### src/rtl/booth_pkg.sv
// Shared types and constants for the radix-2 Booth multiplier sequencer.
// The control bundle groups the datapath strobes for reuse at the top level.
package booth_pkg;

    typedef enum logic [2:0] {
        IDLE,
        LOAD,
        CHECK,
        ADD,
        SHIFT,
        DONE
    } booth_state_t;

    // {Q[0], Q[-1]} patterns that require an adder cycle
    localparam logic [1:0] BOOTH_ADD = 2'b01;
    localparam logic [1:0] BOOTH_SUB = 2'b10;

    typedef struct packed {
        logic load_a;
        logic load_b;
        logic load_add;
        logic add_sub;
        logic shift;
    } booth_ctrl_t;

    function automatic logic needs_addsub(input logic [1:0] pair);
        return (pair == BOOTH_ADD) || (pair == BOOTH_SUB);
    endfunction

endpackage

### src/rtl/edge_detect.sv
// Registered rising-edge detector: rise is high while d is high and was low
// at the previous clock edge.
module edge_detect (
    input  logic clk,
    input  logic rst,
    input  logic d,
    output logic rise
);

    logic d_q;

    always_ff @(posedge clk or negedge rst) begin
        if (!rst) begin
            d_q <= 1'b0;
        end else begin
            d_q <= d;
        end
    end

    assign rise = d & ~d_q;

endmodule

### src/rtl/booth_sequencer.sv
// Control FSM stepping a radix-2 Booth datapath through load, add/sub and
// shift for N iterations, with abort and a sticky result-valid flag.
module booth_sequencer
    import booth_pkg::*;
#(
    parameter int N = 8
) (
    input  logic       clk,
    input  logic       rst,
    input  logic       start,
    input  logic       abort,
    input  logic [1:0] q_lsb,
    output logic       load_a,
    output logic       load_b,
    output logic       load_add,
    output logic       add_sub,
    output logic       shift,
    output logic       busy,
    output logic       done,
    output logic       result_valid
);

    localparam int CW = $clog2(N + 1);

    booth_state_t state_reg;
    booth_state_t state_next;
    logic [CW-1:0] cnt_reg;
    logic          add_sub_reg;
    logic          result_valid_reg;
    logic          start_rise;
    booth_ctrl_t   ctrl;

    edge_detect u_start_edge (
        .clk  (clk),
        .rst  (rst),
        .d    (start),
        .rise (start_rise)
    );

    always_ff @(posedge clk or negedge rst) begin
        if (!rst) begin
            state_reg <= IDLE;
        end else begin
            state_reg <= state_next;
        end
    end

    always_comb begin
        state_next = state_reg;
        if (abort) begin
            state_next = IDLE;
        end else begin
            unique case (state_reg)
                IDLE:    if (start_rise) state_next = LOAD;
                LOAD:    state_next = CHECK;
                CHECK:   state_next = needs_addsub(q_lsb) ? ADD : SHIFT;
                ADD:     state_next = SHIFT;
                SHIFT:   state_next = (cnt_reg == CW'(1)) ? DONE : CHECK;
                DONE:    state_next = IDLE;
                default: state_next = IDLE;
            endcase
        end
    end

    // Iteration counter, operation latch for the adder, and the sticky valid flag
    always_ff @(posedge clk or negedge rst) begin
        if (!rst) begin
            cnt_reg          <= '0;
            add_sub_reg      <= 1'b0;
            result_valid_reg <= 1'b0;
        end else if (abort) begin
            cnt_reg          <= '0;
            result_valid_reg <= 1'b0;
        end else begin
            unique case (state_reg)
                IDLE:    if (start_rise) result_valid_reg <= 1'b0;
                LOAD:    cnt_reg <= CW'(N);
                CHECK:   add_sub_reg <= (q_lsb == BOOTH_ADD);
                SHIFT:   cnt_reg <= cnt_reg - CW'(1);
                DONE:    result_valid_reg <= 1'b1;
                default: ;
            endcase
        end
    end

    always_comb begin
        ctrl         = '0;
        ctrl.add_sub = add_sub_reg;
        busy         = (state_reg != IDLE);
        done         = (state_reg == DONE);
        unique case (state_reg)
            LOAD: begin
                ctrl.load_a = 1'b1;
                ctrl.load_b = 1'b1;
            end
            ADD:     ctrl.load_add = 1'b1;
            SHIFT:   ctrl.shift    = 1'b1;
            default: ;
        endcase
    end

    assign load_a       = ctrl.load_a;
    assign load_b       = ctrl.load_b;
    assign load_add     = ctrl.load_add;
    assign add_sub      = ctrl.add_sub;
    assign shift        = ctrl.shift;
    assign result_valid = result_valid_reg;

endmodule

### config.mk
export PLATFORM = sky130hd
export DESIGN_NAME = booth_sequencer
export DESIGN_NICKNAME = d
export VERILOG_FILES = /design/src/rtl/booth_pkg.sv /design/src/rtl/edge_detect.sv /design/src/rtl/booth_sequencer.sv
export SDC_FILE = /design/constraint.sdc
export NUM_CORES = 1
export LEC_CHECK = 0
export ABC_AREA = 0
export ABC_CLOCK_PERIOD_IN_PS = 1200
export BUFFER_PORTS_ARGS = -buffer_cell sky130_fd_sc_hd__buf_2
export CAP_MARGIN = 20
export CORE_MARGIN = 2
export CORE_UTILIZATION = 45
export DETAILED_ROUTE_END_ITERATION = 12
export MAX_ROUTING_LAYER = met4
export PLACE_DENSITY = 0.7
export SLEW_MARGIN = 20
export SYNTH_ARGS = -nofsm -noshare
export SYNTH_HDL_FRONTEND = slang
export SYNTH_SLANG_ARGS = --single-unit
### constraint.sdc
create_clock -name clk -period 1.2 [get_ports clk]
set_input_delay 0.06 -clock clk [delete_from_list [all_inputs] [get_ports clk]]
set_output_delay 0.06 -clock clk [all_outputs]
set_load 0.1 [all_outputs]
# --- After elaboration in Yosys (flattened, before gate mapping) ---
# Cells that the tools add are included.
totals:
  latchBits: 0
  inputBits: 6
  reg_bits: 10
  output_inout_bits: 8
  word_cells: 38
  memories: 0
  rom_bits: 0
  mem_bits_rw: 0
op_classes:
  bitwise: 3
  reduce_logical: 7
  n_lt_le_gt_ge: 0
  n_mul: 0
  n_addsub: 1
  shifts: 0
  eq_ne: 9
  n_mux: 13
  n_div: 0
ops:
  columns: ["cell", "n"]
  rows:
  - ["$pmux W3 S5", 1]
  - ["$mux W3", 4]
  - ["$reduce_bool A3 Y1", 3]
  - ["$pmux W4 S2", 1]
  - ["$eq A3 B2 Y1 const B", 2]
  - ["$eq A3 B3 Y1 const B", 2]
  - ["$eq A4 B1 Y1 const B", 1]
  - ["$mux W1", 4]
  - ["$mux W4", 1]
  - ["$reduce_and A2 Y1", 2]
  - ["$sub A4 B1 Y4 const B", 1]
  - ["$eq A3 B1 Y1 const B", 1]
  - ["$logic_not A3 Y1", 1]
  - ["$ne A3 B3 Y1 const B", 1]
  - ["$eq A2 B1 Y1 const B", 1]
  - ["$eq A2 B2 Y1 const B", 1]
  - ["$mux W2", 1]
  - ["$not A1 Y1", 2]
  - ["$pmux W1 S2", 1]
  - ["$and A1 B1 Y1", 1]
  - ["$logic_or A1 B1 Y1", 1]

# --- Longest topological paths before layout ---
# Gate-level depths: netlist of the first run.
depth:
  word_depth: 5
  ltp_mapped: 5
  mapped_depth_nobuf: 5

# --- Hierarchy ---
# From an unflattened synthesis of the first run, not the netlist that was laid out.
hier_totals:
  hier_cells: 71
  area_unflattened_um2: 660.6
modules_own_cells:
  columns: ["module", "n_inst", "cells_each", "area_each_um2"]
  rows:
  - ["booth_sequencer", 1, 69, 621.8]
  - ["edge_detect", 1, 2, 38.8]

# --- Worst setup path before layout of the first run ---
# OpenSTA, ideal clock, no wires.
synth_timing:
  path_kind: "register to output"
  from: "register state_reg[1]"
  to: "output port load_b"
  stages_incl_launch_ff: 4
  path_slack_ps: -1190
  required_ps: 1140
  arrival_time_ps: 2330
  path_cell_list: "dfrtp_1 buf_4 nor3b_2 buf_4"
synth_between:
  elab_chain_len: 2
synth_lines:
  columns: ["item", "line", "text"]
  rows:
  - ["start: declaration", "booth_sequencer.sv:25", "booth_state_t state_reg;"]
  - ["start signal: assignment", "booth_sequencer.sv:44", "state_reg <= state_next;"]
  - ["$eq A3 B1 Y1", "booth_sequencer.sv:91", "unique case (state_reg)"]
  - ["$mux W2", "booth_sequencer.sv:91", null]
  - ["end: declaration", "booth_sequencer.sv:14", "output logic load_b,"]
# No other way between the ends.

# --- Final worst setup path of the first run ---
layout_timing:
  from: "register state_reg[2]"
  to: "output port load_add"
layout_between:
  elab_chain_len: 2
layout_lines:
  columns: ["item", "line", "text"]
  rows:
  - ["$eq A3 B2 Y1", "booth_sequencer.sv:91", null]
  - ["$mux W1", "booth_sequencer.sv:91", null]
  - ["end: declaration", "booth_sequencer.sv:15", "output logic load_add,"]
# No other way between the ends.

==> impl_metrics.ini, run 1 <==
[global_routing]
grt_pass1_vias = 853
grt_max_degree = 13
overflow = 0
grt_pass1_wl_um = 4200
grt_use_total = 0.324
antenna_found_initial = 0

[route]
wl_per_cell_um = 21.7
first_pass_iters = 4
vias = 783
wl_um = 2800
detail-route-antenna-nets = 0
drt-initial-drc-count = 25
drcViolationCount = 0
drt-vias-per-instance = 6.07

[critical_path]
cp-start-kind = register
end_kind = primary output
crit_end = load_add
max_stage_delay_ns = 0.44
reg2reg_from = state_reg[1]
required_ns = 1.14
critPathKind = reg2out
r2r_setup_slack_ns = -0.23
slowest_stage = dfrtp_2
worstPathMaxFanout = 4
reg2reg_to = cnt_reg[2]
ff2ff_path_depth = 5
cp_cell_sequence = buf_6 > and2b_1 > and2_4 > buf_12
arrival_ns = 1.45
cp-startpoint = state_reg[2]

[place]
dpl.cell_count = 109
gp_congestion = 0.782
io_buffers = 13
hpwl_um = 1230
pre_cts_slack_ns = -0.115

[sta]
layout_setup_ws_ns = -0.313
skew_ns = 0.00342
tightest_slew_ns = 0.488
hold_violations = 0
tns_ns = -3.09
layout_worst_path_cycle_share = 1.26
fin_crit_ns = 1.51
fmax_mhz = 661
rsz0062_at_grt = yes
relSlewSlack = 0.677
finalMaxSlewViolations = 0
setup_viol = 15

[die]
ios = 14
die_w_um = 43.3
dieArea_sq_mm = 0.00188
rows = 14
core_area_sq_mm = 0.00147
initial_core_util = 0.473
die_y_um = 43.3

[cells_and_area]
final_common_cell = buf_4
fin_nets = 123
area_growth_pct = 86.3
num_antenna_cells = 0
largest_reg_flops = 4
utilization = 0.881
drive_gt1_frac = 0.646
layout_common_cells = 16 x buf_4, 14 x buf_6, 7 x a21oi_1, 7 x buf_2
fin_cells = 129

[logic_synthesis]
synth_cells = 70
syn-num-nets = 79
synth_cell_types = 30
yosysSeqAreaShare = 0.360
syn_area_sq_um = 696
avgSynthCellArea_sq_um = 9.94
yosys_warnings = 0
synth-seq-cells = 10

[cts]
cts_buffers = 3
cts_tree = done
clk_pin_slew_worst_paths_ns = 0.08
htreeDepth = 1
cts.sinks = 10
cts_root_buffer = clkbuf_4
clk_latency_ns = 0.28
clk_path_buf_depth = 2

[power]
vdd_drop_max_uv = 718
fin_total_pwr_uw = 1200
p_per_area_mw_per_mm2 = 928
power_leakage_uw = 0.000561

[min_path]
holdCritPathClass = in2reg

[status]
violations = setup timing
run_status = complete, but fails checks

[job]
cap_violations = 0
report_power, final:
| group | total, uW | switching (uW) | internal [uW] |
|---|---|---|---|
| Clock | 327 | 142 | 185 |
| Combinational | 494 | 301 | 192 |
| Sequential | 383 | 24.1 | 359 |
stage by stage:
stage                     instance area (sq um)  hold WS, ns
after floorplan                             722       -0.236
after global placement                      950      -0.0664
after detailed placement                    950      -0.0578
after CTS                                  1200       0.0728
after global routing                       1300        0.102
final                                      1300        0.104
cell usage after synthesis (all sizes together):
| library cell | n | area [sq um] |
|---|---|---|
| nor2 | 3 | 11.3 |
| buf | 6 | 60.1 |
| and2 | 1 | 6.26 |
| a2111oi | 1 | 15.0 |
| o32ai | 2 | 25.0 |
| a31oi | 2 | 12.5 |
| nor3 | 1 | 5.00 |
| nand2b | 4 | 25.0 |
| or3 | 1 | 11.3 |
| nand2 | 1 | 3.75 |
| and3b | 1 | 8.76 |
| a211oi | 3 | 22.5 |
| nor4 | 2 | 12.5 |
| nor4b | 2 | 23.8 |
| nor3b | 3 | 32.5 |
| a21oi | 8 | 40.0 |
| dfrtp | 10 | 250 |
| mux2 | 1 | 11.3 |
| o21ai | 4 | 20.0 |
| inv | 7 | 26.3 |
| and2b | 1 | 7.51 |
| xnor2 | 1 | 8.76 |
| ha | 3 | 37.5 |
| nor4bb | 1 | 10.0 |
| xor2 | 1 | 8.76 |
worst max-delay path, delay by kind of cell, from the launching register on:
| kind | cells | cell delay (ns) |
|---|---|---|
| flip-flops | 1 | 0.44 |
| buffers and inverters | 2 | 0.30 |
| AND/OR/NAND/NOR | 2 | 0.44 |
kinds of logic (layout without fill, tap and decap cells):
family	count (synthesis)	in the layout	share of synthesized area
xor gates and xnor gates	2	2	0.0252
AOI/OAI and AO/OA	20	20	0.194
DFF	10	10	0.360
and+or+nand+nor	21	21	0.227
buffers and inverters	13	56	0.124
muxes	1	1	0.0162
adders and majority gates	3	3	0.0540
how the worst min path moves through the flow:
| stage | slack (ns) | depth (start not counted) | from | endpoint |
|---|---|---|---|---|
| global route | 0.10 | 2 | abort | cnt_reg[1] |
| CTS | 0.07 | 2 | abort | cnt_reg[0] |
| global placement | -0.07 | 1 | rst | u_start_edge.d_q |
| floorplan | -0.24 | 0 | rst | add_sub |
| finish | 0.10 | 2 | abort | cnt_reg[1] |
| detailed placement | -0.06 | 1 | rst | cnt_reg[2] |
layer usage:
metal | vias up | GRT usage | part of all wire
met5 | - | - | 0
met4 | 0 | 0.200 | 0.025
met3 | 12 | 0.102 | 0.070
met2 | 42 | 0.493 | 0.50
met1 | 392 | 0.368 | 0.40
li1 | 337 | - | -
final cells by class:
class / count / area, sq um
timing repair buffer: 45 / 453
tap: 16 / 20.0
multi-input combinational: 47 / 505
sequential: 10 / 255
fill: 64 / 175
inverter: 7 / 26.3
clock buffer: 4 / 36.3
what timing repair did:
action	in CTS	in global routing
hold buffers	2	0
pin swaps	8	7
hold endpoints to repair	11	0
resized for setup	24	13
setup buffers	10	4
setup endpoints to repair	15	15
Note: power is estimated with default switching activity, not from simulation.
==> run 2, diff against run 1 <==
--- a/config.mk
+++ b/config.mk
@@ -7,7 +7,7 @@
 export LEC_CHECK = 0
 export ABC_AREA = 0
 export ABC_CLOCK_PERIOD_IN_PS = 1200
-export BUFFER_PORTS_ARGS = -buffer_cell sky130_fd_sc_hd__buf_2
+export BUFFER_PORTS_ARGS = -buffer_cell sky130_fd_sc_hd__buf_4
 export CAP_MARGIN = 20
 export CORE_MARGIN = 2
 export CORE_UTILIZATION = 45
==> run 2 against run 1 <==
- the flow still finishes with violations (setup timing)
- design area is 0.77% higher
- via count is 1.3% lower
- utilization is 0.68 points higher
- sequential power hardly changed
- non-clock buffer count is 1 higher
- die area stayed put
- sequential share of layout area is 0.15 points lower
- worst setup slack better by 0.057 ns
==> impl_metrics.ini, run 2 (synthesis gave the netlist of run 1 again) <==
[cts]
cts_root_buffer = clkbuf_4
clk_path_buf_depth = 2
clk_pin_slew_worst_paths_ns = 0.08
cts_tree = done
cts_buffers = 3
cts.sinks = 10
clk_latency_ns = 0.28
htreeDepth = 1

[route]
drt-initial-drc-count = 22
drt-vias-per-instance = 5.95
wl_um = 2720
detail-route-antenna-nets = 0
wl_per_cell_um = 20.9
drcViolationCount = 0
first_pass_iters = 4
vias = 773

[power]
intPower_uw = 733
p_per_area_mw_per_mm2 = 917
fin_total_pwr_uw = 1200
vdd_drop_max_uv = 677
switching_power_uw = 465
clkPwrFrac = 0.273
comb_power_share = 0.409
power_leakage_uw = 0.000571
switching_share = 0.388
seq_power_share = 0.319

[sta]
setup_viol = 15
relSlewSlack = 0.705
fmax_mhz = 687
tightest_slew_ns = 0.443
hold_violations = 0
tns_ns = -2.80
skew_ns = 0.00191
layout_worst_path_cycle_share = 1.21
layout_setup_ws_ns = -0.256
fin_crit_ns = 1.46
finalMaxSlewViolations = 0
rsz0062_at_grt = yes

[global_routing]
overflow = 0
grt_max_degree = 11
antenna_found_initial = 0
grt_pass1_wl_um = 3750
grt_pass1_vias = 770
grt_use_total = 0.294

[die]
die_y_um = 43.3
rows = 14
ios = 14
core_area_sq_mm = 0.00147
die_w_um = 43.3
dieArea_sq_mm = 0.00188
initial_core_util = 0.473

[critical_path]
end_kind = primary output
slowest_stage = dfrtp_2
r2r_setup_slack_ns = -0.23
crit_top_cell = buf_6
arrival_ns = 1.40
critPathKind = reg2out
cp_cell_sequence = buf_6 > nor3b_4 > buf_6 > buf_12
max_stage_delay_ns = 0.46
required_ns = 1.14
worstPathMaxFanout = 5
cp-start-kind = register

[cells_and_area]
final_common_cell = buf_4
utilization = 0.888
layout_common_cells = 25 x buf_4, 13 x buf_6, 7 x inv_1, 7 x a21oi_1
fin_nets = 124
multi_input_area_sq_um = 494
area_growth_pct = 87.8
drive_gt1_frac = 0.658
fill_cells = 54
stdcell_area_sq_mm = 0.00131
ff_latch_area_sq_um = 255
num_antenna_cells = 0
largest_reg_flops = 4

[min_path]
holdCritPathClass = in2reg

[status]
violations = setup timing
run_status = complete, but fails checks

[place]
hpwl_um = 1170
gp_congestion = 0.821
io_buffers = 13
pre_cts_slack_ns = -0.0883
place_area_sq_um = 900

[job]
cap_violations = 0
==> run 2: worst paths after layout <==
check | startpoint | endpoint | depth (start not counted)
setup reg to reg | state_reg[2] | state_reg[0] | 4
min in group asynchronous | rst | result_valid | 2
max in group asynchronous | rst | state_reg[1] | 2
setup / recovery | state_reg[1] | load_b | 4
hold / removal | abort | cnt_reg[0] | 2
hold reg to reg | add_sub | add_sub | 1
==> run 2: final cells by class <==
class                           count  area share
Timing Repair Buffer               46       0.363
Multi-Input combinational cell     47       0.378
Tap cell                           16      0.0153
Clock buffer                        4      0.0278
Sequential cell                    10       0.195
Inverter                            7      0.0201
==> run 2: per-stage QoR <==
step	std cells	hold WS (ns)
floorplan	70	-0.236
global placement	110	-0.100
detailed placement	110	-0.0992
CTS	127	0.0127
global route	130	0.0236
finish	130	0.0159
==> run 2: repair_timing <==
item,CTS,global route
setup endpoints to repair,15,15
hold buffers,2,0
setup buffers,13,3
endpoints found under the hold margin,11,0
pin swaps,10,4
resized for setup,36,17
==> run 2: power by group through the flow <==
stage | clock network (uW) | logic [uW] | registers, uW
floorplan | 0 | 205 | 442
global route | 342 | 503 | 382
detailed placement | 0 | 348 | 382
CTS | 324 | 434 | 374
global placement | 0 | 344 | 381
finish | 327 | 490 | 382
==> run 2: critical path: cells and delay by family, from the launching register on <==
family,cells,cell delay (ns)
buffers and inverters,3,0.47
flip-flops,1,0.46
AND/OR/NAND/NOR,1,0.19
==> run 2: metal layers <==
layer	GRT usage	up-vias	part of all wire
li1	-	337	-
met1	0.346	372	0.39
met2	0.472	52	0.49
met3	0.0511	12	0.073
met4	0.164	0	0.046
met5	-	-	0
